[config.mk]
export PLATFORM = sky130hd
export DESIGN_NAME = imem_fetch_unit
export DESIGN_NICKNAME = d
export VERILOG_FILES = /design/src/rtl/imem_fetch_unit.sv
export SDC_FILE = /design/constraint.sdc
export NUM_CORES = 1
export LEC_CHECK = 0
export CORE_MARGIN = 2
export CORE_UTILIZATION = 60
export CTS_CLUSTER_DIAMETER = 40
export DETAILED_ROUTE_END_ITERATION = 12
export PLACE_DENSITY = 0.95
export SKIP_CTS_REPAIR_TIMING = 1
export SLEW_MARGIN = 30
export SYNTH_ARGS = -nofsm -noshare
export SYNTH_HDL_FRONTEND = slang
export SYNTH_SLANG_ARGS = --single-unit
[constraint.sdc]
create_clock -name clk_i -period 3.65 [get_ports clk_i]
set_input_delay 0.73 -clock clk_i [delete_from_list [all_inputs] [get_ports clk_i]]
set_output_delay 0.73 -clock clk_i [all_outputs]
set_load 0.02 [all_outputs]
[src/rtl/imem_fetch_unit.sv]
// rtl/imem_fetch_unit.sv - instruction fetch front end with imem handshake, prefetch FIFO and redirect
//
// Sits between instruction memory and the decoder. It issues one outstanding
// request at a time on the imem port, buffers returned instructions together
// with their fetch address in a small FIFO, and hands {pc, instruction} pairs
// to the decoder over a valid/ready port. A redirect flushes the FIFO and
// restarts fetch at a new address. If a request is still outstanding at that
// point, its response is drained and discarded first.
//
// Ports:
//   clk_i, arst_ni      clock (rising edge), asynchronous active-low reset
//   boot_addr_i         first fetch address, sampled on the first edge after reset
//   imem_req_o/addr_o   fetch request and address, held until imem_ack_i
//   imem_rdata_i/ack_i  returned instruction, completion strobe
//   redirect_i/addr_i   flush pulse and new fetch target (low bits forced to 0)
//   instr_valid_o/instr_o/instr_pc_o/instr_ready_i   decoder-side FIFO head
module imem_fetch_unit #(
    parameter int ADDR_WIDTH  = 32,
    parameter int INSTR_WIDTH = 16,
    parameter int PC_STEP     = 2,
    parameter int FIFO_DEPTH  = 4
) (
    input  logic                   clk_i,
    input  logic                   arst_ni,
    input  logic [ADDR_WIDTH-1:0]  boot_addr_i,
    output logic                   imem_req_o,
    output logic [ADDR_WIDTH-1:0]  imem_addr_o,
    input  logic [INSTR_WIDTH-1:0] imem_rdata_i,
    input  logic                   imem_ack_i,
    input  logic                   redirect_i,
    input  logic [ADDR_WIDTH-1:0]  redirect_addr_i,
    output logic                   instr_valid_o,
    output logic [INSTR_WIDTH-1:0] instr_o,
    output logic [ADDR_WIDTH-1:0]  instr_pc_o,
    input  logic                   instr_ready_i
);

    localparam int PTR_W = $clog2(FIFO_DEPTH);
    localparam int CNT_W = PTR_W + 1;

    localparam logic [1:0] ST_BOOT  = 2'd0;
    localparam logic [1:0] ST_FETCH = 2'd1;
    localparam logic [1:0] ST_DRAIN = 2'd2;

    localparam logic [ADDR_WIDTH-1:0] STEP      = ADDR_WIDTH'(PC_STEP);
    localparam logic [ADDR_WIDTH-1:0] STEP_MASK = ADDR_WIDTH'(PC_STEP - 1);
    localparam logic [CNT_W-1:0]      CNT_FULL  = CNT_W'(FIFO_DEPTH);

    logic [1:0]             state;
    logic [ADDR_WIDTH-1:0]  fetch_pc;
    logic [ADDR_WIDTH-1:0]  hold_pc;
    logic [ADDR_WIDTH-1:0]  target;
    logic [CNT_W-1:0]       count;
    logic [PTR_W-1:0]       wr_ptr;
    logic [PTR_W-1:0]       rd_ptr;
    logic [ADDR_WIDTH-1:0]  pc_mem    [FIFO_DEPTH];
    logic [INSTR_WIDTH-1:0] instr_mem [FIFO_DEPTH];

    logic full;
    logic req_done;
    logic push;
    logic pop;
    logic flush;

    // Redirect targets are aligned to the instruction step.
    assign target = redirect_addr_i & ~STEP_MASK;

    assign full = (count == CNT_FULL);

    // Request and address come only from registered state. In FETCH the
    // request can only drop via a push (which needs an ack), so an issued
    // request is never withdrawn before it completes. DRAIN keeps the
    // pre-redirect request on the bus until its ack arrives.
    assign imem_req_o  = ((state == ST_FETCH) && !full) || (state == ST_DRAIN);
    assign imem_addr_o = (state == ST_FETCH) ? fetch_pc :
                         (state == ST_DRAIN) ? hold_pc  : '0;

    assign req_done = imem_req_o && imem_ack_i;
    assign push     = req_done && (state == ST_FETCH) && !redirect_i;
    assign pop      = instr_valid_o && instr_ready_i;
    assign flush    = redirect_i && (state != ST_BOOT);

    assign instr_valid_o = (count != '0);
    assign instr_o       = instr_mem[rd_ptr];
    assign instr_pc_o    = pc_mem[rd_ptr];

    // Fetch control state machine.
    always_ff @(posedge clk_i or negedge arst_ni) begin
        if (!arst_ni) begin
            state    <= ST_BOOT;
            fetch_pc <= '0;
            hold_pc  <= '0;
        end else begin
            case (state)
                ST_BOOT: begin
                    fetch_pc <= boot_addr_i;
                    state    <= ST_FETCH;
                end
                ST_FETCH: begin
                    if (redirect_i) begin
                        fetch_pc <= target;
                        // Request still outstanding: remember its address so it
                        // stays on the bus while we wait to throw the data away.
                        if (imem_req_o && !imem_ack_i) begin
                            hold_pc <= fetch_pc;
                            state   <= ST_DRAIN;
                        end
                    end else if (push) begin
                        fetch_pc <= fetch_pc + STEP;
                    end
                end
                ST_DRAIN: begin
                    if (redirect_i) begin
                        fetch_pc <= target;
                    end
                    if (imem_ack_i) begin
                        state <= ST_FETCH;
                    end
                end
                default: begin
                    state <= ST_BOOT;
                end
            endcase
        end
    end

    // FIFO occupancy and pointers. Pointer width equals log2(depth), so the
    // increment wraps modulo FIFO_DEPTH by itself.
    always_ff @(posedge clk_i or negedge arst_ni) begin
        if (!arst_ni) begin
            count  <= '0;
            wr_ptr <= '0;
            rd_ptr <= '0;
        end else if (flush) begin
            count  <= '0;
            rd_ptr <= wr_ptr;
        end else begin
            if (push) begin
                wr_ptr <= wr_ptr + PTR_W'(1);
            end
            if (pop) begin
                rd_ptr <= rd_ptr + PTR_W'(1);
            end
            if (push && !pop) begin
                count <= count + CNT_W'(1);
            end else if (pop && !push) begin
                count <= count - CNT_W'(1);
            end
        end
    end

    // FIFO storage. Cleared on reset so the head outputs read zero after reset.
    always_ff @(posedge clk_i or negedge arst_ni) begin
        if (!arst_ni) begin
            for (int i = 0; i < FIFO_DEPTH; i++) begin
                pc_mem[i]    <= '0;
                instr_mem[i] <= '0;
            end
        end else if (push) begin
            pc_mem[wr_ptr]    <= fetch_pc;
            instr_mem[wr_ptr] <= imem_rdata_i;
        end
    end

endmodule

# Yosys cells after proc, flatten, opt, wreduce, memory -nomap -nowiden
# Index checks and enable logic that the tools add are counted.
# Widths: inputs -> output; s select.
[word_totals]
reg_bits = 265
in_bits = 85
output_inout_bits = 82
word_cells = 86
[classes]
add_sub_neg = 5
n_lt_le_gt_ge = 3
n_eq_ne = 8
muxes = 27
bitwise = 3
n_reduce_logical = 26
[op_table]
columns = ["cell", "n"]
rows = [
  ["$mux 32", 8],
  ["$bwmux 128", 1],
  ["$pmux 32 s3", 1],
  ["$bmux 32 s2", 1],
  ["$bwmux 64", 1],
  ["$demux 32 s2", 1],
  ["$mux 16", 3],
  ["$add 32x2->32 const B", 1],
  ["$bmux 16 s2", 1],
  ["$demux 16 s2", 1],
  ["$logic_and 1x1->1", 10],
  ["$mux 2", 5],
  ["$mux 3", 3],
  ["$reduce_and 3->1", 3],
  ["$reduce_bool 3->1", 3],
  ["$ge 3x3->1 const B", 2],
  ["$ne 2x2->1 const B", 3],
  ["$not 2->3", 2],
  ["$pmux 2 s3", 1],
  ["$logic_not 1->1", 5],
  ["$add 2x1->2 const B", 2],
  ["$reduce_bool 2->1", 2],
  ["$add 3x1->3 const B", 1],
  ["$eq 3x3->1 const B", 1],
  ["10 further kinds", 10],
]

# Depth between registers and ports, before layout
[logic_depth]
ltp_word = 12
depth_mapped = 11
mapped_depth_nobuf = 10

# Worst setup path before layout
# Ideal clock, no wire load.
[synth_timing]
path_type = "reg2out"
start = "reg state[0]"
end = "out imem_addr_o[0]"
t_arrival_ns = 1.665
required_ns = 2.920
path_slack_ns = 1.255
stages_incl_launch_ff = 8
path_cell_list = "dfrtp_1 -> inv_1 -> ha_1 -> buf_2 -> nor2b_1 -> clkbuf_1 -> clkbuf_1 -> a22o_1"
[synth_via]
elab_chain_len = 3
word_cells_on_any_way = 4
[synth_lines]
columns = ["item", "line", "text"]
rows = [
  ["start: declaration", "49", "logic [1:0] state;"],
  ["start signal: assignment", "90", "state <= ST_BOOT;"],
  ["start signal: assignment", "97", "state <= ST_FETCH;"],
  ["start signal: assignment", "106", "state <= ST_DRAIN;"],
  ["$eq 2x2->1", "76", "(state == ST_DRAIN) ? hold_pc : '0;"],
  ["$mux 32", "76", ""],
  ["$mux 32 (*)", "75", "assign imem_addr_o = (state == ST_FETCH) ? fetch_pc :"],
  ["end: declaration", "27", "output logic [ADDR_WIDTH-1:0] imem_addr_o,"],
]
# Every way passes the cells marked *; elsewhere a longest branch is shown, timed or not.

# Worst setup path after layout
[layout_timing]
start = "reg state[0]"
end = "out imem_addr_o[31]"
# The elaborated chain is that of the path after synthesis.

==> impl_results.html <==
<table>
<tr><th>Metric</th><th>Value</th></tr>
<tr><th colspan="2">Final layout</th></tr>
<tr><td># diodes</td><td>0</td></tr>
<tr><td>Most common library cell in the layout ignoring fill and taps</td><td>dfrtp_1</td></tr>
<tr><td>Net count reported at finish</td><td>1251</td></tr>
<tr><td>Commonest non-fill, non-tap cells in the layout</td><td>dfrtp_1 (263), mux2_2 (199), clkdlybuf4s50_1 (164), o21ai_0 (83), nand2_1 (63)</td></tr>
<tr><td>Area growth from synthesis to layout</td><td>21.91%</td></tr>
<tr><td>Ratio of cells with drive above 1 in the final layout</td><td>0.2958</td></tr>
<tr><th colspan="2">STA</th></tr>
<tr><td>Highest clock rate</td><td>0.2874 GHz</td></tr>
<tr><td>Post-Route Hold Slack</td><td>between 0.2 and 0.3 ns</td></tr>
<tr><td>RSZ-0062 raised after global routing</td><td>no</td></tr>
<tr><td>Final TNS setup</td><td>0 ns</td></tr>
<tr><td>Number of pins with negative max-slew slack in the final report</td><td>0</td></tr>
<tr><td>Minimum clock period after layout</td><td>3.479 ns</td></tr>
<tr><td>Worst-Margin Slew</td><td>0.9567 ns</td></tr>
<tr><td>Setup violation total in the final timing report</td><td>0</td></tr>
<tr><td>Max-slew headroom at the worst pin</td><td>0.3582</td></tr>
<tr><td>Max Clock Skew</td><td>0.02493 ns</td></tr>
<tr><td>Number of hold violations in the final report</td><td>0</td></tr>
<tr><td>Portion of the clock cycle consumed by the worst path in the final layout</td><td>0.9533</td></tr>
<tr><th colspan="2">CTS</th></tr>
<tr><td># clock sinks</td><td>265</td></tr>
<tr><td>Clock Tree Buf Depth</td><td>3</td></tr>
<tr><td>Total CTS buffers</td><td>36</td></tr>
<tr><td>CTS tree</td><td>yes</td></tr>
<tr><td>Source-to-sink clock delay at the later pin of the worst-skew pair</td><td>0.51 ns</td></tr>
<tr><td>Root Driver</td><td>clkbuf_16</td></tr>
<tr><td>Clock-pin slew on the worst setup and hold paths</td><td>0.05 ns</td></tr>
<tr><td>Htree depth</td><td>2</td></tr>
<tr><th colspan="2">Outcome</th></tr>
<tr><td>Outcome</td><td>complete, no violations</td></tr>
<tr><th colspan="2">Routing</th></tr>
<tr><td>First-iteration detailed-routing DRC count</td><td>873</td></tr>
<tr><td>Final routed wire length divided by cell count</td><td>23.72 um</td></tr>
<tr><td>Vias post-DR</td><td>between 9000 and 10000</td></tr>
<tr><td>Number of routed nets with antenna violations</td><td>0</td></tr>
<tr><td>Number of detailed-route iterations in the first pass</td><td>6</td></tr>
<tr><td>Remaining routing DRC violations</td><td>0</td></tr>
<tr><td>Vias per inst</td><td>6.553</td></tr>
<tr><td>Overall routed net length</td><td>~35000 um</td></tr>
<tr><th colspan="2">Synth</th></tr>
<tr><td>Post-synthesis instance area</td><td>13150 um2</td></tr>
<tr><td>Synthesized flop and latch total</td><td>between 200 and 300</td></tr>
<tr><td>Gate Count Post-Synth</td><td>1025</td></tr>
<tr><td>Number of synthesis warnings</td><td>0</td></tr>
<tr><td>Post-synth EDFFs</td><td>0</td></tr>
<tr><td>Yosys cell types</td><td>65</td></tr>
<tr><td>Synthesized netlist net count</td><td>around 1100</td></tr>
<tr><td>Async set-or-reset flop fraction in the synthesized netlist</td><td>1.000</td></tr>
<tr><td>Share of the yosys chip area belonging to registers</td><td>0.5042</td></tr>
<tr><td>Synth Area per Inst</td><td>12.83 um2</td></tr>
<tr><td>Top_reg_cell synth</td><td>dfrtp_1</td></tr>
<tr><th colspan="2">Hold path</th></tr>
<tr><td>Class of the tightest hold or removal check</td><td>input pin to asynchronous set/reset pin</td></tr>
<tr><th colspan="2">Die</th></tr>
<tr><td>Number of placed I/O pins</td><td>approximately 170</td></tr>
<tr><td>Number of rows created at floorplan</td><td>54</td></tr>
<tr><td>Overall die area</td><td>23120 um2</td></tr>
<tr><td>Die boundary width</td><td>152.1 um</td></tr>
<tr><td>Height of the die</td><td>152.1 um</td></tr>
<tr><td>Area of the core</td><td>roughly 22000 um2</td></tr>
<tr><td>Starting density of the core</td><td>0.6064</td></tr>
<tr><th colspan="2">GRT</th></tr>
<tr><td>Vias in the first global route</td><td>10140</td></tr>
<tr><td>Largest net degree at the start of global routing</td><td>100</td></tr>
<tr><td>First-pass GRT wire length</td><td>55610 um</td></tr>
<tr><td>Global-route congestion overflow total</td><td>0</td></tr>
<tr><td>Number of antenna violations at the first check in global routing</td><td>0</td></tr>
<tr><td>Overall track demand over capacity in global routing</td><td>0.3018</td></tr>
<tr><th colspan="2">Setup path</th></tr>
<tr><td>Element type at the critical path start</td><td>flip-flop</td></tr>
<tr><td>Highest net fanout along the worst path</td><td>20</td></tr>
<tr><td>Req. time, crit path</td><td>approximately 2.9 ns</td></tr>
<tr><td>Reg-to-reg setup timing slack</td><td>0.79 ns</td></tr>
<tr><td>Cell-by-cell trace of the critical path</td><td>inv_1 -&gt; ha_2 -&gt; nor2b_2 -&gt; buf_4 -&gt; a22o_1 -&gt; clkdlybuf4s50_1</td></tr>
<tr><td>Kind of end point of the critical path</td><td>output port</td></tr>
<tr><td>Setup Crit Path Kind</td><td>flip-flop to output port</td></tr>
<tr><td>Worst Path Buf+Inv</td><td>3</td></tr>
<tr><td>Arrival time reported for the critical path endpoint</td><td>between 2 and 3 ns</td></tr>
<tr><td>Slowest stage cell on the critical path</td><td>clkdlybuf4s50_1</td></tr>
<tr><td>Dominant delay contributor by cell family on the critical path</td><td>buffers and inverters</td></tr>
<tr><td>Longest individual stage delay on the worst path</td><td>0.61 ns</td></tr>
<tr><th colspan="2">Power and ir drop</th></tr>
<tr><td>Leakage power</td><td>between 6 and 7 nW</td></tr>
<tr><td>Largest voltage drop on the vdd net</td><td>about 0.64 mV</td></tr>
<tr><td>Power Density</td><td>992.6 nW/um2</td></tr>
<tr><th colspan="2">Placement</th></tr>
<tr><td>HPWL reported at the end of detailed placement</td><td>21770 um</td></tr>
<tr><td>Gpl congestion</td><td>between 0.8 and 0.9</td></tr>
<tr><td>Number of buffer cells added on primary ports</td><td>165</td></tr>
<tr><th colspan="2">Flow run</th></tr>
<tr><td>Max_cap viols</td><td>0</td></tr>
</table>
-- area by class of cell --
cell class	instances	area (um2)
clock inverters	14	143.9
fillers	1297	5654
well taps	280	350.3
clock buffers	49	1011
repair buffers	190	1907
multi-input cells	650	5941
inverters	12	45.04
flip-flops and latches	265	6636
-- through the flow --
step           instance area, um2    util  total power [mW]  cells  setup slack (ns)
3_3_place_gp                14880  0.6859             11.98   1397            0.6669
6_report                    16030  0.7393             15.92   1460            0.1706
3_5_place_dp                14880  0.6859             12.41   1397            0.5771
5_1_grt                     16030  0.7393             16.68   1460           0.02434
2_1_floorplan               13150       -             9.814   1025             1.255
4_1_cts                     16030  0.7392             15.88   1460           0.03976
-- power by group --
part	switching (mW)	internal (mW)	total (mW)
Combinational	3.42	3.57	6.99
Sequential	1.31	4.25	5.56
Clock	1.28	2.09	3.37
Total	6.02	9.90	15.9
-- flip-flops by register name (all words and copies together) (netlist names) --
register,count
count,3
fetch_pc,32
hold_pc,32
instr_mem,64
pc_mem,128
rd_ptr,2
state,2
wr_ptr,2
-- kinds of logic after synthesis --
kind of cell / after synthesis / synth area share
simple gates: 163 / 0.06564
buf+inv: 110 / 0.04471
mux: 259 / 0.2627
xor+xnor: 15 / 0.009989
compound gates: 202 / 0.1017
fa+ha+maj: 11 / 0.01104
flops: 265 / 0.5042
-- final timing paths --
kind	startpoint	to	cells past startpoint
max	state[0]	imem_addr_o[31]	6
min	arst_ni	instr_mem[57]	1
max reg2reg	state[1]	count[2]	11
min reg2reg	pc_mem[20]	pc_mem[20]	2
max in group asynchronous	arst_ni	pc_mem[76]	2
min in group clk_i	pc_mem[20]	pc_mem[20]	2
-- cell usage after synthesis, types with 3 or more instances --
library cell	number	area share
or3_1	6	0.0029
buf_4	11	0.0063
a31oi_1	6	0.0029
mux2_1	7	0.0060
and3_1	11	0.0052
nand3_1	12	0.0046
mux2i_1	4	0.0030
buf_2	20	0.0076
xnor2_1	8	0.0053
o41ai_1	5	0.0033
nor2b_1	3	0.0014
xor2_1	7	0.0047
a22o_1	37	0.025
dfrtp_1	265	0.50
nor4_1	5	0.0024
a21oi_1	25	0.0095
o21ai_0	83	0.032
nor2_1	21	0.0060
o31ai_1	6	0.0034
a211oi_1	3	0.0017
mux2_2	199	0.17
clkbuf_1	48	0.014
o31a_1	5	0.0033
buf_6	12	0.010
inv_1	11	0.0031
mux4_2	48	0.082
buf_1	4	0.0011
nor3_1	12	0.0046
nand2_1	63	0.018
ha_1	10	0.0095
nand4_1	11	0.0052
a221oi_1	8	0.0053
o211ai_1	5	0.0029
-- routing by layer --
metal	wire length, um	track usage	part of all wire
met5	0	0	0
met4	1341	0.1259	0.039
met3	2959	0.05391	0.085
met2	17240	0.5036	0.50
met1	13090	0.3945	0.38
No activity file was read; power rests on OpenSTA's default activity.
